`config.mk`:
```
export PLATFORM = sky130hd
export DESIGN_NAME = xoodoo_perm_ctrl_flat
export DESIGN_NICKNAME = d
export VERILOG_FILES = /design/src/rtl/xoodoo_perm_ctrl_if.sv /design/src/rtl/xoodoo_perm_ctrl.sv /design/src/flat_wrapper.sv
export SDC_FILE = /design/constraint.sdc
export NUM_CORES = 1
export LEC_CHECK = 0
export CORE_AREA = 2 2 299 301
export CTS_BUF_LIST = sky130_fd_sc_hd__clkbuf_4 sky130_fd_sc_hd__clkbuf_8
export DETAILED_ROUTE_END_ITERATION = 8
export DIE_AREA = 0 0 301 303
export PLACE_DENSITY = 0.65
export SYNTH_ARGS = -nofsm -noshare
export SYNTH_HDL_FRONTEND = slang
export SYNTH_SLANG_ARGS = --single-unit
export TNS_END_PERCENT = 50
```
`constraint.sdc`:
```
create_clock -name clk -period 2.25 [get_ports clk]
set_input_delay 0.3375 -clock clk [delete_from_list [all_inputs] [get_ports clk]]
set_output_delay 0.3375 -clock clk [all_outputs]
set_load 0.005 [all_outputs]
```
`src/rtl/xoodoo_perm_ctrl_if.sv`:
```
// Handshake bundle between the Xoodyak datapath and the permutation engine.
// The datapath side uses master; the engine uses slave.
interface xoodoo_perm_ctrl_if;
    logic         in_valid;
    logic         in_ready;
    logic [383:0] state_in;
    logic         out_valid;
    logic         out_ready;
    logic [383:0] state_out;
    logic         busy;

    modport master (
        output in_valid,
        output state_in,
        output out_ready,
        input  in_ready,
        input  out_valid,
        input  state_out,
        input  busy
    );

    modport slave (
        input  in_valid,
        input  state_in,
        input  out_ready,
        output in_ready,
        output out_valid,
        output state_out,
        output busy
    );
endinterface

```
`src/rtl/xoodoo_perm_ctrl.sv`:
```
// Iterative Xoodoo[n] permutation engine: one state register, RPC
// unrolled rounds per clock, valid/ready on both input and output.

// One Xoodoo round (theta, rho-west, iota, chi, rho-east).
// Lane (x,y) sits at bits [128*y+32*x +: 32].
module xoodoo_round (
    input  logic [383:0] s_i,
    input  logic [31:0]  rc_i,
    output logic [383:0] s_o
);
    function automatic logic [31:0] rotl(
        input logic [31:0] v,
        input int          n
    );
        return (v << n) | (v >> (32 - n));
    endfunction

    logic [3:0][31:0] a0, a1, a2;
    logic [3:0][31:0] p, e;
    logic [3:0][31:0] t0, t1, t2;
    logic [3:0][31:0] c0, c1, c2;

    for (genvar x = 0; x < 4; x++) begin : g_col
        localparam int XM1 = (x + 3) % 4;
        localparam int XM2 = (x + 2) % 4;

        assign a0[x] = s_i[32*x +: 32];
        assign a1[x] = s_i[128 + 32*x +: 32];
        assign a2[x] = s_i[256 + 32*x +: 32];

        // Column parity and theta effect from the neighbour column.
        assign p[x] = a0[x] ^ a1[x] ^ a2[x];
        assign e[x] = rotl(p[XM1], 5) ^ rotl(p[XM1], 14);

        // theta + rho-west, iota folded into lane (0,0).
        assign t0[x] = a0[x] ^ e[x] ^ ((x == 0) ? rc_i : 32'h0);
        assign t1[x] = a1[XM1] ^ e[XM1];
        assign t2[x] = rotl(a2[x] ^ e[x], 11);

        // chi across the three planes.
        assign c0[x] = t0[x] ^ (~t1[x] & t2[x]);
        assign c1[x] = t1[x] ^ (~t2[x] & t0[x]);
        assign c2[x] = t2[x] ^ (~t0[x] & t1[x]);

        // rho-east.
        assign s_o[32*x +: 32]       = c0[x];
        assign s_o[128 + 32*x +: 32] = rotl(c1[x], 1);
        assign s_o[256 + 32*x +: 32] = rotl(c2[XM2], 8);
    end
endmodule

module xoodoo_perm_ctrl #(
    parameter int ROUNDS = 12,
    parameter int RPC    = 1
) (
    input logic               clk,
    input logic               rst,
    xoodoo_perm_ctrl_if.slave bus
);
    localparam int N      = ROUNDS / RPC;
    localparam int CW     = $clog2(N + 1);
    localparam int RC_OFS = 12 - ROUNDS;

    typedef enum logic [1:0] {
        IDLE = 2'd0,
        RUN  = 2'd1,
        DONE = 2'd2
    } state_e;

    // Round-constant ROM for the full 12-round schedule.
    function automatic logic [31:0] rc_rom(input int idx);
        logic [31:0] rc;
        case (idx)
            0:       rc = 32'h0000_0058;
            1:       rc = 32'h0000_0038;
            2:       rc = 32'h0000_03C0;
            3:       rc = 32'h0000_00D0;
            4:       rc = 32'h0000_0120;
            5:       rc = 32'h0000_0014;
            6:       rc = 32'h0000_0060;
            7:       rc = 32'h0000_002C;
            8:       rc = 32'h0000_0380;
            9:       rc = 32'h0000_00F0;
            10:      rc = 32'h0000_01A0;
            11:      rc = 32'h0000_0012;
            default: rc = 32'h0000_0000;
        endcase
        return rc;
    endfunction

    state_e        st_q, st_d;
    logic [CW-1:0] cnt_q, cnt_d;
    logic [383:0]  s_q, s_d;

    logic [RPC:0][383:0] chain;
    logic [RPC-1:0][31:0] rc;

    assign chain[0] = s_q;

    // Unrolled round chain; stage k runs schedule index cnt*RPC+k.
    for (genvar k = 0; k < RPC; k++) begin : g_rnd
        assign rc[k] = rc_rom(RC_OFS + int'(cnt_q) * RPC + k);

        xoodoo_round u_round (
            .s_i  (chain[k]),
            .rc_i (rc[k]),
            .s_o  (chain[k+1])
        );
    end

    // Outputs decode the state register only, so no input feeds through.
    assign bus.in_ready  = (st_q == IDLE);
    assign bus.out_valid = (st_q == DONE);
    assign bus.busy      = (st_q != IDLE);
    assign bus.state_out = s_q;

    // Next-state logic: load in IDLE, iterate in RUN, hold in DONE.
    always_comb begin
        st_d  = st_q;
        cnt_d = cnt_q;
        s_d   = s_q;
        unique case (st_q)
            IDLE: begin
                if (bus.in_valid) begin
                    s_d   = bus.state_in;
                    cnt_d = '0;
                    st_d  = RUN;
                end
            end
            RUN: begin
                s_d   = chain[RPC];
                cnt_d = cnt_q + CW'(1);
                if (cnt_q == CW'(N - 1)) begin
                    st_d = DONE;
                end
            end
            DONE: begin
                if (bus.out_ready) begin
                    st_d = IDLE;
                end
            end
            default: begin
                st_d = IDLE;
            end
        endcase
    end

    // State register with synchronous reset that discards any job.
    always_ff @(posedge clk) begin
        if (rst) begin
            st_q  <= IDLE;
            cnt_q <= '0;
            s_q   <= '0;
        end else begin
            st_q  <= st_d;
            cnt_q <= cnt_d;
            s_q   <= s_d;
        end
    end
endmodule
```
`src/flat_wrapper.sv`:
```
// flat-port wrapper written by rule: the top's interface ports become plain ports
module xoodoo_perm_ctrl_flat 
#(
    parameter int ROUNDS = 12,
    parameter int RPC    = 1
)
  (clk, rst, bus_in_valid, bus_state_in, bus_out_ready, bus_in_ready, bus_out_valid, bus_state_out, bus_busy);
  xoodoo_perm_ctrl_if bus_i ();
  input logic clk;
  input logic rst;
  input wire logic [$bits(bus_i.in_valid)-1:0] bus_in_valid;
  input wire logic [$bits(bus_i.state_in)-1:0] bus_state_in;
  input wire logic [$bits(bus_i.out_ready)-1:0] bus_out_ready;
  output wire logic [$bits(bus_i.in_ready)-1:0] bus_in_ready;
  output wire logic [$bits(bus_i.out_valid)-1:0] bus_out_valid;
  output wire logic [$bits(bus_i.state_out)-1:0] bus_state_out;
  output wire logic [$bits(bus_i.busy)-1:0] bus_busy;
  assign bus_i.in_valid = bus_in_valid;
  assign bus_i.state_in = bus_state_in;
  assign bus_i.out_ready = bus_out_ready;
  assign bus_in_ready = bus_i.in_ready;
  assign bus_out_valid = bus_i.out_valid;
  assign bus_state_out = bus_i.state_out;
  assign bus_busy = bus_i.busy;
  xoodoo_perm_ctrl #(.ROUNDS(ROUNDS), .RPC(RPC)) u_core (.clk(clk), .rst(rst), .bus(bus_i));
endmodule
```
; ---- After elaboration in Yosys (flattened, before gate mapping)
; Memory sizes are Yosys's and may differ from the RTL's. A register that Yosys moved wholly into a read port is not among the register bits.
; Index checks and enable logic that the tools add are counted.
; Widths: inputs -> output; s select.
[classes]
add_sub_neg = 1
mul = 0
div_mod_pow = 0
magnitude_cmp = 0
n_eq_ne = 6
shifts = 0
mux = 10
bitwise_logic = 81
reduce_logical = 5
[ops]
columns = cell, count
row1 = $xor 32x32->32, 37
row2 = $pmux 384 s2, 1
row3 = $and 32x32->32, 12
row4 = $mux 384, 1
row5 = $not 32->32, 12
row6 = $or 32x1->32, 4
row7 = $or 32x11->32, 4
row8 = $or 32x14->32, 4
row9 = $or 32x5->32, 4
row10 = $or 32x8->32, 4
row11 = $mux 4, 3
row12 = $pmux 4 s2, 1
row13 = $mux 2, 3
row14 = $pmux 2 s3, 1
row15 = $add 4x1->4 const B, 1
row16 = $eq 4x4->1 const B, 1
row17 = $ne 2x2->1 const B, 2
row18 = $reduce_bool 2->1, 2
row19 = $reduce_and 3->1, 1
row20 = $eq 2x1->1 const B, 1
row21 = $eq 2x2->1 const B, 1
row22 = $logic_not 2->1, 1
row23 = $ne 2x1->1 const B, 1
row24 = $reduce_and 2->1, 1
[totals]
reg_bits = 390
latchBits = 0
ram_bits = 0
mem_bits_ro = 144
wordCells = 107
memories = 1
[memory_table]
columns = memory, words, width, read_ports, rd_ports_with_merged_regs, write_ports, line
row1 = (name not given), 16, 9, 1, 1, 0, xoodoo_perm_ctrl.sv:73  ; case (idx)

; ---- Logic depth before layout (Yosys ltp)
[logic_depth]
word_depth = 11
depth_mapped = 11
mapped_depth_nobuf = 8

; ---- Hierarchy
; From an unflattened synthesis, not the netlist that was laid out.
[unflattened]
hier_cells = 3923
hier_area_um2 = 38365.5
[modules_own_cells]
columns = mod, instances, cells_per_inst, area_per_inst_um2, seq_area_each_um2
row1 = xoodoo_perm_ctrl, 1, 2611, 19991.7, 7987.7
row2 = xoodoo_round, 1, 1312, 18373.9, 0.0

; ---- Least setup slack after synthesis
; OpenSTA, ideal clock, no wires.
[synth_path]
kind = flip-flop to flip-flop
from = register u_core.st_q[0]
to = register u_core.g_rnd[0].u_round.rc_i[6] (netlist name)
setup_ns = 0.136
arrival_time_ns = 1.906
required_ns = 2.114
setup_slack_ns = 0.207
stages_incl_launch_ff = 11
path_buffers = 2
period_less_slack_ns = 2.043
cell_sequence = dfxtp_1 -> buf_2 -> o21bai_1 -> buf_2 -> a22oi_1 -> nor2_1 -> inv_1 -> ha_1 -> inv_1 -> a2bb2oi_1 -> o22ai_1
[synth_between]
elab_chain_cells = 5
word_cells_on_any_way = 8
[synth_rtl]
columns = element, line
row1 = "start, declared", xoodoo_perm_ctrl.sv:91  ; state_e st_q, st_d;
row2 = "start signal, assigned", xoodoo_perm_ctrl.sv:155  ; st_q <= st_d;
row3 = $eq 2x1->1 or $logic_not 2->1 (tied branches), xoodoo_perm_ctrl.sv:122  ; unique case (st_q)
row4 = $reduce_bool 2->1 (no line) or $ne 2x2->1 (tied branches), n/a
row5 = $reduce_and 2->1 (no line), n/a
row6 = $mux 4 (no line) (*) (2 in a row), n/a
; Mark *: on every way between the ends. The rest lies on a longest branch, timed or not.
; A chain may end at the register's enable or synchronous reset.

; ---- Final worst setup path
[layout_path]
from = register u_core.s_q[76], in the netlist u_core.bus.state_out[76]
to = register u_core.s_q[345], in the netlist u_core.bus.state_out[345]
[layout_between]
elab_chain_cells = 9
[layout_rtl]
columns = element, line
row1 = "start, declared", xoodoo_perm_ctrl.sv:93  ; logic [383:0] s_q, s_d;
row2 = "start signal, assigned", xoodoo_perm_ctrl.sv:153  ; s_q <= '0;
row3 = "start signal, assigned", xoodoo_perm_ctrl.sv:157  ; s_q <= s_d;
row4 = $xor 32x32->32 (2 in a row), xoodoo_perm_ctrl.sv:32  ; assign p[x] = a0[x] ^ a1[x] ^ a2[x];
row5 = $or 32x5->32, xoodoo_perm_ctrl.sv:15  ; return (v << n) | (v >> (32 - n));
row6 = $xor 32x32->32, xoodoo_perm_ctrl.sv:33  ; assign e[x] = rotl(p[XM1], 5) ^ rotl(p[XM1], 14);
row7 = $xor 32x32->32, xoodoo_perm_ctrl.sv:37  ; assign t1[x] = a1[XM1] ^ e[XM1];
row8 = $and 32x32->32, xoodoo_perm_ctrl.sv:43  ; assign c2[x] = t2[x] ^ (~t0[x] & t1[x]);
row9 = $xor 32x32->32, xoodoo_perm_ctrl.sv:43
row10 = $or 32x8->32, xoodoo_perm_ctrl.sv:15
row11 = $pmux 384 s2, xoodoo_perm_ctrl.sv:122
; No other way between the ends.

==> reports/metrics.yaml <==
yosys:
  syn_area_sq_um: 35600
  synth_top_cell_by_area: "dfxtp_1"
  ys_top_cells_by_count: "nand2_1 (449), dfxtp_1 (399), o21ai_0 (385)"
  synth_edf_count: 0
  syn_avg_cell_area_sq_um: 11.4
  async_flop_share_pct: 0
  synth_top_area_share_pct: 22.5
  ys_dominant_reg_cell: "dfxtp_1"
  synth_most_common_cell: "nand2_1"
  synth_seq_area_share_pct: 22.5
  synth-seq-cells: 399
  synth.distinct_cells: 42
  synth_nets: 3514
  synth_area_leaders: "dfxtp_1 (22%), xor3_1 (21%), a221oi_2 (13%)"
  yosys_warnings: 0
  syn_inst: 3119
cts:
  clock_latency_ns: 0.72
  cts_tree: "yes"
  cts_buffer_depth: 3
  cts_sinks: 399
  cts_buffers: 82
  clk_pin_slew_ns: 0.07
  clockRootBuffer: "clkbuf_8"
  htree_levels: 3
outcome:
  status: "complete, but fails checks"
  violations: "negative setup slack"
timing:
  final-hold-violation-count: 0
  fin_crit_ns: 2.41
  setup_ws_ns: -0.158
  period_share_pct: 107
  tns_ns: -4.71
  rsz0062_at_grt: "true"
  fin_skew_ns: 0.0408
  max_freq_mhz: 415
  slew_headroom_pct: 30.4
  worst_pin_slew_ns: 1.03
  setup_violations: 112
  slew_violations: 0
cells_and_area:
  drive_above_1_share_pct: 45.1
  area_growth_pct: 62.8
  fillers: 6897
  fin_nets: 5330
place:
  io_buffers: 774
  dpl.hpwl_um: 189000
  gp_congestion: 1.12
global_routing:
  grt_usage_pct: 48.6
  grtUsageMet1_pct: 59.2
  grt_max_degree: 185
  grt_pass1_wl_um: 296000
  grt_pass1_vias: 34300
  grt_busiest_layer: "met2"
  use_met2_pct: 70.6
  grt_antenna_before_repair: 11
  grt_use_met3_pct: 17.2
  grt-ovfl-total: 0
worst_setup_path:
  crit_type: "register to register"
  critical_path.startpoint_type: "register"
  end_kind: "register"
  cp.arrival_ns: 3.01
  cp.required_ns: 2.85
  path_max_fanout: 4
routing:
  vias: 36700
  wirelength_um: 230000
  dr.pass1.iters: 5
  wl_per_cell_um: 37.3
  ant_nets: 0
  drtIter0Drc: 5229
  drc: 0
  via_per_inst: 5.97
min_path:
  hold_path.class: "input port to register"
floorplan:
  coreArea_sq_um: 88000
  die_y_um: 303
  rows: 109
  die_x_um: 301
  fp.dieArea_sq_um: 91200
  ioPinCount: 775
  start_util_pct: 40.4
flow_run:
  max-cap-violations: 0
## metrics by stage
step | instances | worst slack [ns] | utilization [%] | hold WS, ns | cell area, sq um
5_1_grt | 6149 | -0.127 | 65.8 | 0.281 | 57900
6_report | 6153 | -0.158 | 65.8 | 0.242 | 57900
3_5_place_dp | 5888 | -0.421 | 60.0 | 0.542 | 52800
2_1_floorplan | 3119 | 0.207 | - | 0.489 | 35600
3_3_place_gp | 5888 | -0.399 | 60.0 | 0.519 | 52800
4_1_cts | 6085 | -0.138 | 63.7 | 0.221 | 56100
## state kept, by name, indices dropped and copies added (netlist names)
register	cells
u_core.g_rnd.u_round.rc_i	9
u_core.cnt_q	4
u_core.bus.state_out	384
u_core.st_q	2
## layer usage
layer	up-vias	wire (um)
li1	15000	-
met1	18000	81700
met2	2936	94100
met3	759	30800
met4	12	22800
met5	-	129
## worst max-delay path: stages, from the launching register on
cell and delay [ns]:
dfxtp_4 0.39, xnor3_2 0.54, buf_6 0.18, xor3_2 0.48
nand2b_1 0.21, xnor2_4 0.17, a221oi_2 0.30
## repair_timing
action | CTS | global route
resized for setup | 302 | 389
gates cloned | 2 | 0
hold endpoints to repair | 1 | 0
setup endpoints to repair | 201 | 238
hold buffers | 1 | 0
pin swaps | 149 | 234
setup buffers | 73 | 83
## path summary, 6_finish.rpt
check	cells after the start	end	slack [ns]	start
setup reg to reg	6	u_core.bus.state_out[345]$_SDFFE_PP0N_	-0.16	u_core.bus.state_out[76]$_SDFFE_PP0N_
hold reg to reg	2	u_core.bus.state_out[0]$_SDFFE_PP0N_	0.54	u_core.bus.state_out[0]$_SDFFE_PP0N_
setup / recovery	6	u_core.bus.state_out[345]$_SDFFE_PP0N_	-0.16	u_core.bus.state_out[76]$_SDFFE_PP0N_
hold / removal	4	u_core.st_q[1]$_SDFFE_PP0P_	0.24	bus_out_ready
## placed cells by master, fill, tap and decap left out, types with 58 or more instances in the layout
cell / instances
a221oi_1: 62
a221oi_2: 305
buf_12: 85
buf_4: 1006
buf_6: 78
clkbuf_8: 94
clkdlybuf4s50_1: 765
dfxtp_1: 285
dfxtp_2: 97
nand2_1: 446
nor2b_1: 101
o21ai_0: 375
xnor2_1: 252
xnor2_2: 58
xnor3_1: 64
xnor3_2: 134
xor2_1: 59
xor3_1: 165
xor3_2: 146
## area by class of cell
cell class / count / area, sq um / area share, %
Timing Repair Buffer: 1948 / 18000 / 31.1
Multi-Input combinational cell: 2497 / 28600 / 49.5
Sequential cell: 399 / 8170 / 14.1
Clock buffer: 124 / 1520 / 2.62
Tap cell: 1165 / 1460 / 2.52
Antenna cell: 6 / 15.0 / 0.0259
Clock inverter: 7 / 92.6 / 0.160
Inverter: 7 / 26.3 / 0.0454
## cell families (layout without fill, tap and decap cells)
group,Yosys count,after routing,synth area share [%]
buffers and inverters,223,2086,2.41
AO/OA/AOI/OAI,786,786,20.6
other,0,6,0
adder cells (fa/ha/maj),7,7,0.246
flip-flops,399,399,22.5
multiplexers,2,2,0.0563
AND/OR/NAND/NOR,797,797,10.7
XOR/XNOR,905,905,43.5
Power is not shown: default switching activity piles up to over one toggle a cycle in this logic, so the estimate is an artifact.
